<file path="src/rtl/mmio_bus_decoder.sv">
// mmio_bus_decoder: splits the core load/store port between data memory and
// N_PERIPH memory-mapped peripheral slots. Misses pass through combinationally;
// hits run a three-state handshake (IDLE -> WAIT -> RESP) that stalls the core
// until the addressed slot acknowledges.
// Optional build macro MMIO_TIMEOUT_EN adds a WAIT-cycle watchdog that ends a
// hung access with ERR_DATA and logs a sticky bus error with its address.
module mmio_bus_decoder #(
    parameter logic [31:0] BASE_ADDR = 32'd60,
    parameter int          N_PERIPH  = 4,
    parameter int          WINDOW    = 4,
    parameter int          TIMEOUT   = 16,
    parameter logic [31:0] ERR_DATA  = 32'hDEAD_BEEF,
    localparam int         OFF_W     = (WINDOW > 1) ? $clog2(WINDOW) : 1
) (
    input  logic                  clk,
    input  logic                  rst_n,
    input  logic                  mem_write,
    input  logic                  mem_read,
    input  logic [31:0]           addr,
    input  logic [31:0]           wdata,
    output logic [31:0]           rdata,
    output logic                  stall,
    output logic                  wem,
    input  logic [31:0]           dmem_rdata,
    output logic [N_PERIPH-1:0]   per_sel,
    output logic                  per_we,
    output logic                  per_re,
    output logic [OFF_W-1:0]      per_off,
    output logic [31:0]           per_wdata,
    input  logic [32*N_PERIPH-1:0] per_rdata,
    input  logic [N_PERIPH-1:0]   per_ready,
    input  logic                  err_clr,
    output logic                  bus_err,
    output logic [31:0]           err_addr
);

    localparam int          SLOT_W = (N_PERIPH > 1) ? $clog2(N_PERIPH) : 1;
    localparam int          SHIFT  = $clog2(WINDOW);
    // Region bounds carried at 33 bits so BASE_ADDR near the top cannot wrap.
    localparam logic [32:0] LO     = {1'b0, BASE_ADDR};
    localparam logic [32:0] HI     = LO + 33'(N_PERIPH * WINDOW);

    typedef enum logic [1:0] {IDLE, WAIT, RESP} state_t;

    state_t              state_q, state_d;
    logic                req;
    logic                hit;
    logic                start;
    logic [SLOT_W-1:0]   slot_in;
    logic [OFF_W-1:0]    off_in;
    logic [SLOT_W-1:0]   slot_q;
    logic [OFF_W-1:0]    off_q;
    logic                we_q;
    logic [31:0]         wdata_q;
    logic [31:0]         rdata_q;
    logic                ready_sel;
    logic [31:0]         rdata_sel;
    logic                timeout;

    assign req     = mem_write | mem_read;
    assign hit     = ({1'b0, addr} >= LO) && ({1'b0, addr} < HI);
    assign start   = (state_q == IDLE) && req && hit;
    assign slot_in = SLOT_W'((addr - BASE_ADDR) >> SHIFT);
    assign off_in  = OFF_W'(addr % 32'(WINDOW));

    // Data memory only sees stores that fall outside the peripheral window.
    assign wem = mem_write & ~hit;

    // Route the latched slot's ready bit and read-data slice; other slots are ignored.
    always_comb begin
        ready_sel = 1'b0;
        rdata_sel = '0;
        for (int k = 0; k < N_PERIPH; k++) begin
            if (slot_q == SLOT_W'(k)) begin
                ready_sel = per_ready[k];
                rdata_sel = per_rdata[32*k +: 32];
            end
        end
    end

`ifdef MMIO_TIMEOUT_EN
    localparam int CNT_W = ($clog2(TIMEOUT + 1) > 8) ? $clog2(TIMEOUT + 1) : 8;

    logic [CNT_W-1:0] cnt_q;
    logic [31:0]      addr_q;
    logic             bus_err_q;
    logic [31:0]      err_addr_q;

    // Ready has priority: a timeout only fires on the last WAIT cycle without ready.
    assign timeout = (state_q == WAIT) && !ready_sel && (cnt_q == CNT_W'(TIMEOUT - 1));

    // WAIT-cycle counter and access address, both captured when an access starts.
    always_ff @(posedge clk or negedge rst_n) begin
        if (!rst_n) begin
            cnt_q  <= '0;
            addr_q <= '0;
        end else if (start) begin
            cnt_q  <= '0;
            addr_q <= addr;
        end else if (state_q == WAIT) begin
            cnt_q  <= cnt_q + 1'b1;
        end
    end

    // Sticky error flag; a new error in the same cycle as err_clr wins and re-logs its address.
    always_ff @(posedge clk or negedge rst_n) begin
        if (!rst_n) begin
            bus_err_q  <= 1'b0;
            err_addr_q <= '0;
        end else if (timeout) begin
            bus_err_q <= 1'b1;
            if (!bus_err_q || err_clr) begin
                err_addr_q <= addr_q;
            end
        end else if (err_clr) begin
            bus_err_q <= 1'b0;
        end
    end

    assign bus_err  = bus_err_q;
    assign err_addr = err_addr_q;
`else
    logic unused_cfg;

    assign timeout    = 1'b0;
    assign bus_err    = 1'b0;
    assign err_addr   = '0;
    assign unused_cfg = err_clr ^ (^32'(TIMEOUT));
`endif

    // FSM state register; reset aborts any access in flight.
    always_ff @(posedge clk or negedge rst_n) begin
        if (!rst_n) begin
            state_q <= IDLE;
        end else begin
            state_q <= state_d;
        end
    end

    // Next state and core/peripheral-facing outputs.
    always_comb begin
        state_d   = state_q;
        stall     = 1'b0;
        per_sel   = '0;
        per_we    = 1'b0;
        per_re    = 1'b0;
        per_off   = '0;
        per_wdata = '0;
        rdata     = dmem_rdata;
        case (state_q)
            IDLE: begin
                // Gated by rst_n so a held request cannot stall the core during reset.
                stall = rst_n & req & hit;
                if (req && hit) begin
                    state_d = WAIT;
                end
            end
            WAIT: begin
                stall     = 1'b1;
                per_sel   = N_PERIPH'(1) << slot_q;
                per_we    = we_q;
                per_re    = ~we_q;
                per_off   = off_q;
                per_wdata = wdata_q;
                if (ready_sel || timeout) begin
                    state_d = RESP;
                end
            end
            RESP: begin
                rdata   = rdata_q;
                state_d = IDLE;
            end
            default: begin
                state_d = IDLE;
            end
        endcase
    end

    // Access latches on entry to WAIT; read data captured on ready or replaced on timeout.
    always_ff @(posedge clk or negedge rst_n) begin
        if (!rst_n) begin
            slot_q  <= '0;
            off_q   <= '0;
            we_q    <= 1'b0;
            wdata_q <= '0;
            rdata_q <= '0;
        end else begin
            if (start) begin
                slot_q  <= slot_in;
                off_q   <= off_in;
                we_q    <= mem_write;
                wdata_q <= wdata;
            end
            if (state_q == WAIT) begin
                if (ready_sel) begin
                    if (!we_q) begin
                        rdata_q <= rdata_sel;
                    end
                end else if (timeout) begin
                    rdata_q <= ERR_DATA;
                end
            end
        end
    end

endmodule

</file>
<file path="config.mk">
export PLATFORM = sky130hd
export DESIGN_NAME = mmio_bus_decoder
export DESIGN_NICKNAME = d
export VERILOG_FILES = /design/src/rtl/mmio_bus_decoder.sv
export SDC_FILE = /design/constraint.sdc
export NUM_CORES = 1
export LEC_CHECK = 0
export BUFFER_PORTS_ARGS = -buffer_cell sky130_fd_sc_hd__buf_2
export CAP_MARGIN = 30
export CELL_PAD_IN_SITES_DETAIL_PLACEMENT = 2
export CELL_PAD_IN_SITES_GLOBAL_PLACEMENT = 2
export CORE_MARGIN = 1.5
export CORE_UTILIZATION = 25
export CTS_BUF_LIST = sky130_fd_sc_hd__clkbuf_8 sky130_fd_sc_hd__clkbuf_16
export DETAILED_ROUTE_END_ITERATION = 6
export PLACE_DENSITY = 0.95
export SLEW_MARGIN = 40
export SYNTH_ARGS = -nofsm -noshare
export SYNTH_HDL_FRONTEND = slang
export SYNTH_SLANG_ARGS = --single-unit
</file>
<file path="constraint.sdc">
create_clock -name clk -period 3.8 [get_ports clk]
set_input_delay 0.19 -clock clk [delete_from_list [all_inputs] [get_ports clk]]
set_output_delay 0.19 -clock clk [all_outputs]
set_load 0.01 [all_outputs]
</file>
==> out/results.md <==
| Item | This run | Unit |
|---|---|---|
| Global route overflow | 0 | - |
| Routed via count | 3861 | - |
| I/O pins | 340 | - |
| Count of yosys warnings during synthesis | 0 | - |
| Crit path DAT | 1.96 | ns |
| Port-buffer cells | 305 | - |
| Max Transition Viols Final | 0 | - |
| Slew HR | 51.9 | % |
| Netlist area before placement | 0.00445 | mm2 |
| Remaining antenna violation count after routing | 0 | - |
| Number of H-tree levels | 3 | - |
| Total iterations of the first detailed-routing run | 4 | - |
| Pin count of the biggest net entering global routing | 43 | - |
| Leading cell types in the layout, fill and taps excluded | 304 x sky130_fd_sc_hd__buf_2, 82 x sky130_fd_sc_hd__mux2_2, 69 x sky130_fd_sc_hd__dfrtp_1 | - |
| Power density over the cells | 309 | mW/mm2 |
| Area of the core | 0.0174 | mm2 |
| CTS clock-pin slew for the worst setup and hold paths | 0.06 | ns |
| Class of the worst hold path | primary input to flip-flop | - |
| Setup WS post-layout | 1.65 | ns |
| Post-Route WL | 17100 | um |
| Max Buffers Root-to-Sink | 2 | - |
| Start-to-end type of the worst setup path | flip-flop to primary output | - |
| Number of DRC markers in iteration 0 | 133 | - |
| Fraction of synthesized cell area taken by the top area cell type | 40.0 | % |
| Transition time of the tightest slew-check pin | 0.722 | ns |
| Main combinational cell family by area after synthesis | multiplexers | - |
| Post-Place Setup Slack | 1.25 | ns |
| Post-synthesis to final-layout area growth | 46.0 | % |
| Number of instances in the synthesized netlist | 329 | - |
| Number of distinct standard cells referenced by the synthesized netlist | 27 | - |
| Critical path data required time | 3.61 | ns |
| Die H | 136 | um |
| Area enclosed by the die boundary | 0.0186 | mm2 |
| Global-route wire length before repair | 24800 | um |
| Leak | 3.46 | nW |
| Average footprint of a synthesized cell | 13.5 | um2 |
| Die width | 136 | um |
| Hold Slack | 0.0391 | ns |
| Complex-gate fraction of the synthesized area | 0.507 | % |
| Initial antenna violation count | 2 | - |
| DRC violations left | 0 | - |
| Nature of the critical path endpoint | primary output | - |
| Final worst clock skew | 0.00943 | ns |
| Synth top area cells | sky130_fd_sc_hd__dfrtp_1 40%, sky130_fd_sc_hd__mux2_2 21%, sky130_fd_sc_hd__mux4_2 17%, sky130_fd_sc_hd__buf_4 6.4%, sky130_fd_sc_hd__and2_1 5.1% | - |
| Peak fanout along the critical path | 35 | - |
| Category of the worst setup path launch point | flip-flop | - |
| Highest Clock Rate | 0.465 | GHz |
| Average via count per standard cell | 4.48 | - |
| Fraction of the yosys area taken by sequential cells | 40.0 | % |
| Number of buffers created by CTS | 9 | - |
| Placement row count | 48 | - |
| Aggregate negative setup slack | 0 | ns |
| Routability-driven placement congestion ratio | 0.754 | - |
| Count of fill cells added during filler insertion | 1915 | - |
| Peak supply drop | 0.194 | mV |
| Simple-gate share of the synthesized area | 8.42 | % |
| Routed wire length per instance | 19.8 | um |
| Run status | finished clean | - |
| Adder-cell share of the synthesized area | 0.281 | % |
| Final setup violation count | 0 | - |
| Leading area contributor after synthesis | sky130_fd_sc_hd__dfrtp_1 | - |
| Number of synthesized register bits | 71 | - |
| Mux share of post-synthesis cell area | 42.3 | % |
| Minimum clock period after layout | 2.15 | ns |
| Ratio of cells with drive above 1 in the final layout | 71.0 | % |
| Post-detail-place hpwl | 13900 | um |
| Buffer count from post-CTS setup fixing | 0 | - |
| Via count of the first global-routing pass | 4390 | - |
| RSZ-0062 raised after global routing | no | - |
| Global-route usage over all layers | 18.2 | % |
| Final hold violations | 0 | - |
| Later-pin clock latency in the skew report | 0.34 | ns |
| Total Nets Final | 864 | - |
| Max capacitance violation total | 0 | - |
| Most frequent standard cell in the layout excluding fill and tap cells | sky130_fd_sc_hd__buf_2 | - |
| Initial Utilization | 25.6 | % |
| Sinks on Clock Net | 71 | - |
| Clock tree from TritonCTS | built | - |
| Root buffer cell | sky130_fd_sc_hd__clkbuf_16 | - |
| Period Utilization, post-route | 56.6 | % |
| Share of the synthesized netlist area taken by xor and xnor gates | 0 | % |
-- stage by stage --
| step | cells | total power [W] | util, % | cell area [um2] |
|---|---|---|---|---|
| floorplan | 361 | 0.000931 | - | 4570 |
| global placement | 840 | 0.00107 | 35.0 | 6080 |
| detailed placement | 842 | 0.00109 | 35.4 | 6140 |
| CTS | 859 | 0.00205 | 37.3 | 6480 |
| global route | 862 | 0.00210 | 37.4 | 6490 |
| finish | 862 | 0.00201 | 37.4 | 6490 |
-- routing by layer --
layer  up-vias  GRT usage, %  wire [um]
met4         0          6.74        346
li1       1743             -          -
met5         -             0          0
met3        23          4.70        948
met1      1947          19.3       6160
met2       148          34.2       9600
-- repair_timing --
item                      CTS  global route
hold buffers                1             0
hold endpoints to repair   40             0
gates resized for setup     0             0
-- registers in the layout, summed over array words and instances, names as in the netlist --
signal / flops
off_q: 2
we_q: 1
slot_q: 2
state_q: 2
rdata_q: 32
wdata_q: 32
-- area by class of cell --
cell class | count | area [um2] | area share (%)
multi-input combinational | 233 | 2440 | 37.6
sequential | 71 | 1780 | 27.4
timing repair buffer | 314 | 1650 | 25.4
tap | 225 | 282 | 4.34
clock buffer | 11 | 253 | 3.89
clock inverter | 5 | 80.1 | 1.23
antenna | 2 | 5.00 | 0.0771
inverter | 1 | 3.75 | 0.0578
-- critical path: stages (launching register included) --
cell	delay, ns
sky130_fd_sc_hd__dfrtp_2	0.38
sky130_fd_sc_hd__buf_4	0.57
sky130_fd_sc_hd__inv_1	0.25
sky130_fd_sc_hd__nor3_1	0.24
sky130_fd_sc_hd__buf_2	0.18
-- cell families (layout without fill, tap and decap cells) --
group / after synthesis / in the layout
other: 1 / 35
adder cells (fa/ha/maj): 1 / 1
buffers and inverters: 57 / 331
flip-flops: 71 / 71
multiplexers: 134 / 134
AND/OR/NAND/NOR: 62 / 62
AO/OA/AOI/OAI: 3 / 3
-- report_power, final --
part	leakage [nW]	internal [W]	switching, W
Sequential	0.960	0.000784	0.0000163
Combinational	2.34	0.000159	0.000112
Clock	0.158	0.000609	0.000328
-- synthesized netlist by cell type --
cell,count
sky130_fd_sc_hd__mux2_2,82
sky130_fd_sc_hd__dfrtp_1,71
sky130_fd_sc_hd__buf_4,38
sky130_fd_sc_hd__and2_1,36
sky130_fd_sc_hd__mux4_2,33
sky130_fd_sc_hd__mux2_1,18
sky130_fd_sc_hd__clkbuf_1,7
sky130_fd_sc_hd__buf_1,5
sky130_fd_sc_hd__nor2_1,5
sky130_fd_sc_hd__nor3_1,5
sky130_fd_sc_hd__nor4_1,5
sky130_fd_sc_hd__buf_2,4
sky130_fd_sc_hd__nor2b_1,4
sky130_fd_sc_hd__buf_6,2
sky130_fd_sc_hd__nand2_1,2
sky130_fd_sc_hd__a31o_2,1
sky130_fd_sc_hd__a31oi_1,1
sky130_fd_sc_hd__conb_1,1
sky130_fd_sc_hd__ha_1,1
sky130_fd_sc_hd__inv_1,1
sky130_fd_sc_hd__mux2i_1,1
sky130_fd_sc_hd__nand2b_1,1
sky130_fd_sc_hd__nand3_1,1
sky130_fd_sc_hd__nand4_1,1
sky130_fd_sc_hd__nor4b_1,1
sky130_fd_sc_hd__nor4b_2,1
sky130_fd_sc_hd__o21bai_1,1
-- final timing paths --
| path | start | endpoint | slack, ns | depth (start not counted) |
|---|---|---|---|---|
| worst max-delay path | slot_q[0] | per_sel[1] | 1.65 | 4 |
| worst min-delay path | addr[2] | slot_q[0] | 0.04 | 2 |
| worst max register to register | slot_q[0] | rdata_q[24] | 1.80 | 3 |
| worst min register to register | wdata_q[24] | wdata_q[24] | 0.48 | 1 |
| max in group asynchronous | rst_n | slot_q[1] | 2.51 | 3 |
| min in group asynchronous | rst_n | rdata_q[20] | 0.41 | 2 |
No activity file was read; power rests on OpenSTA's default activity.
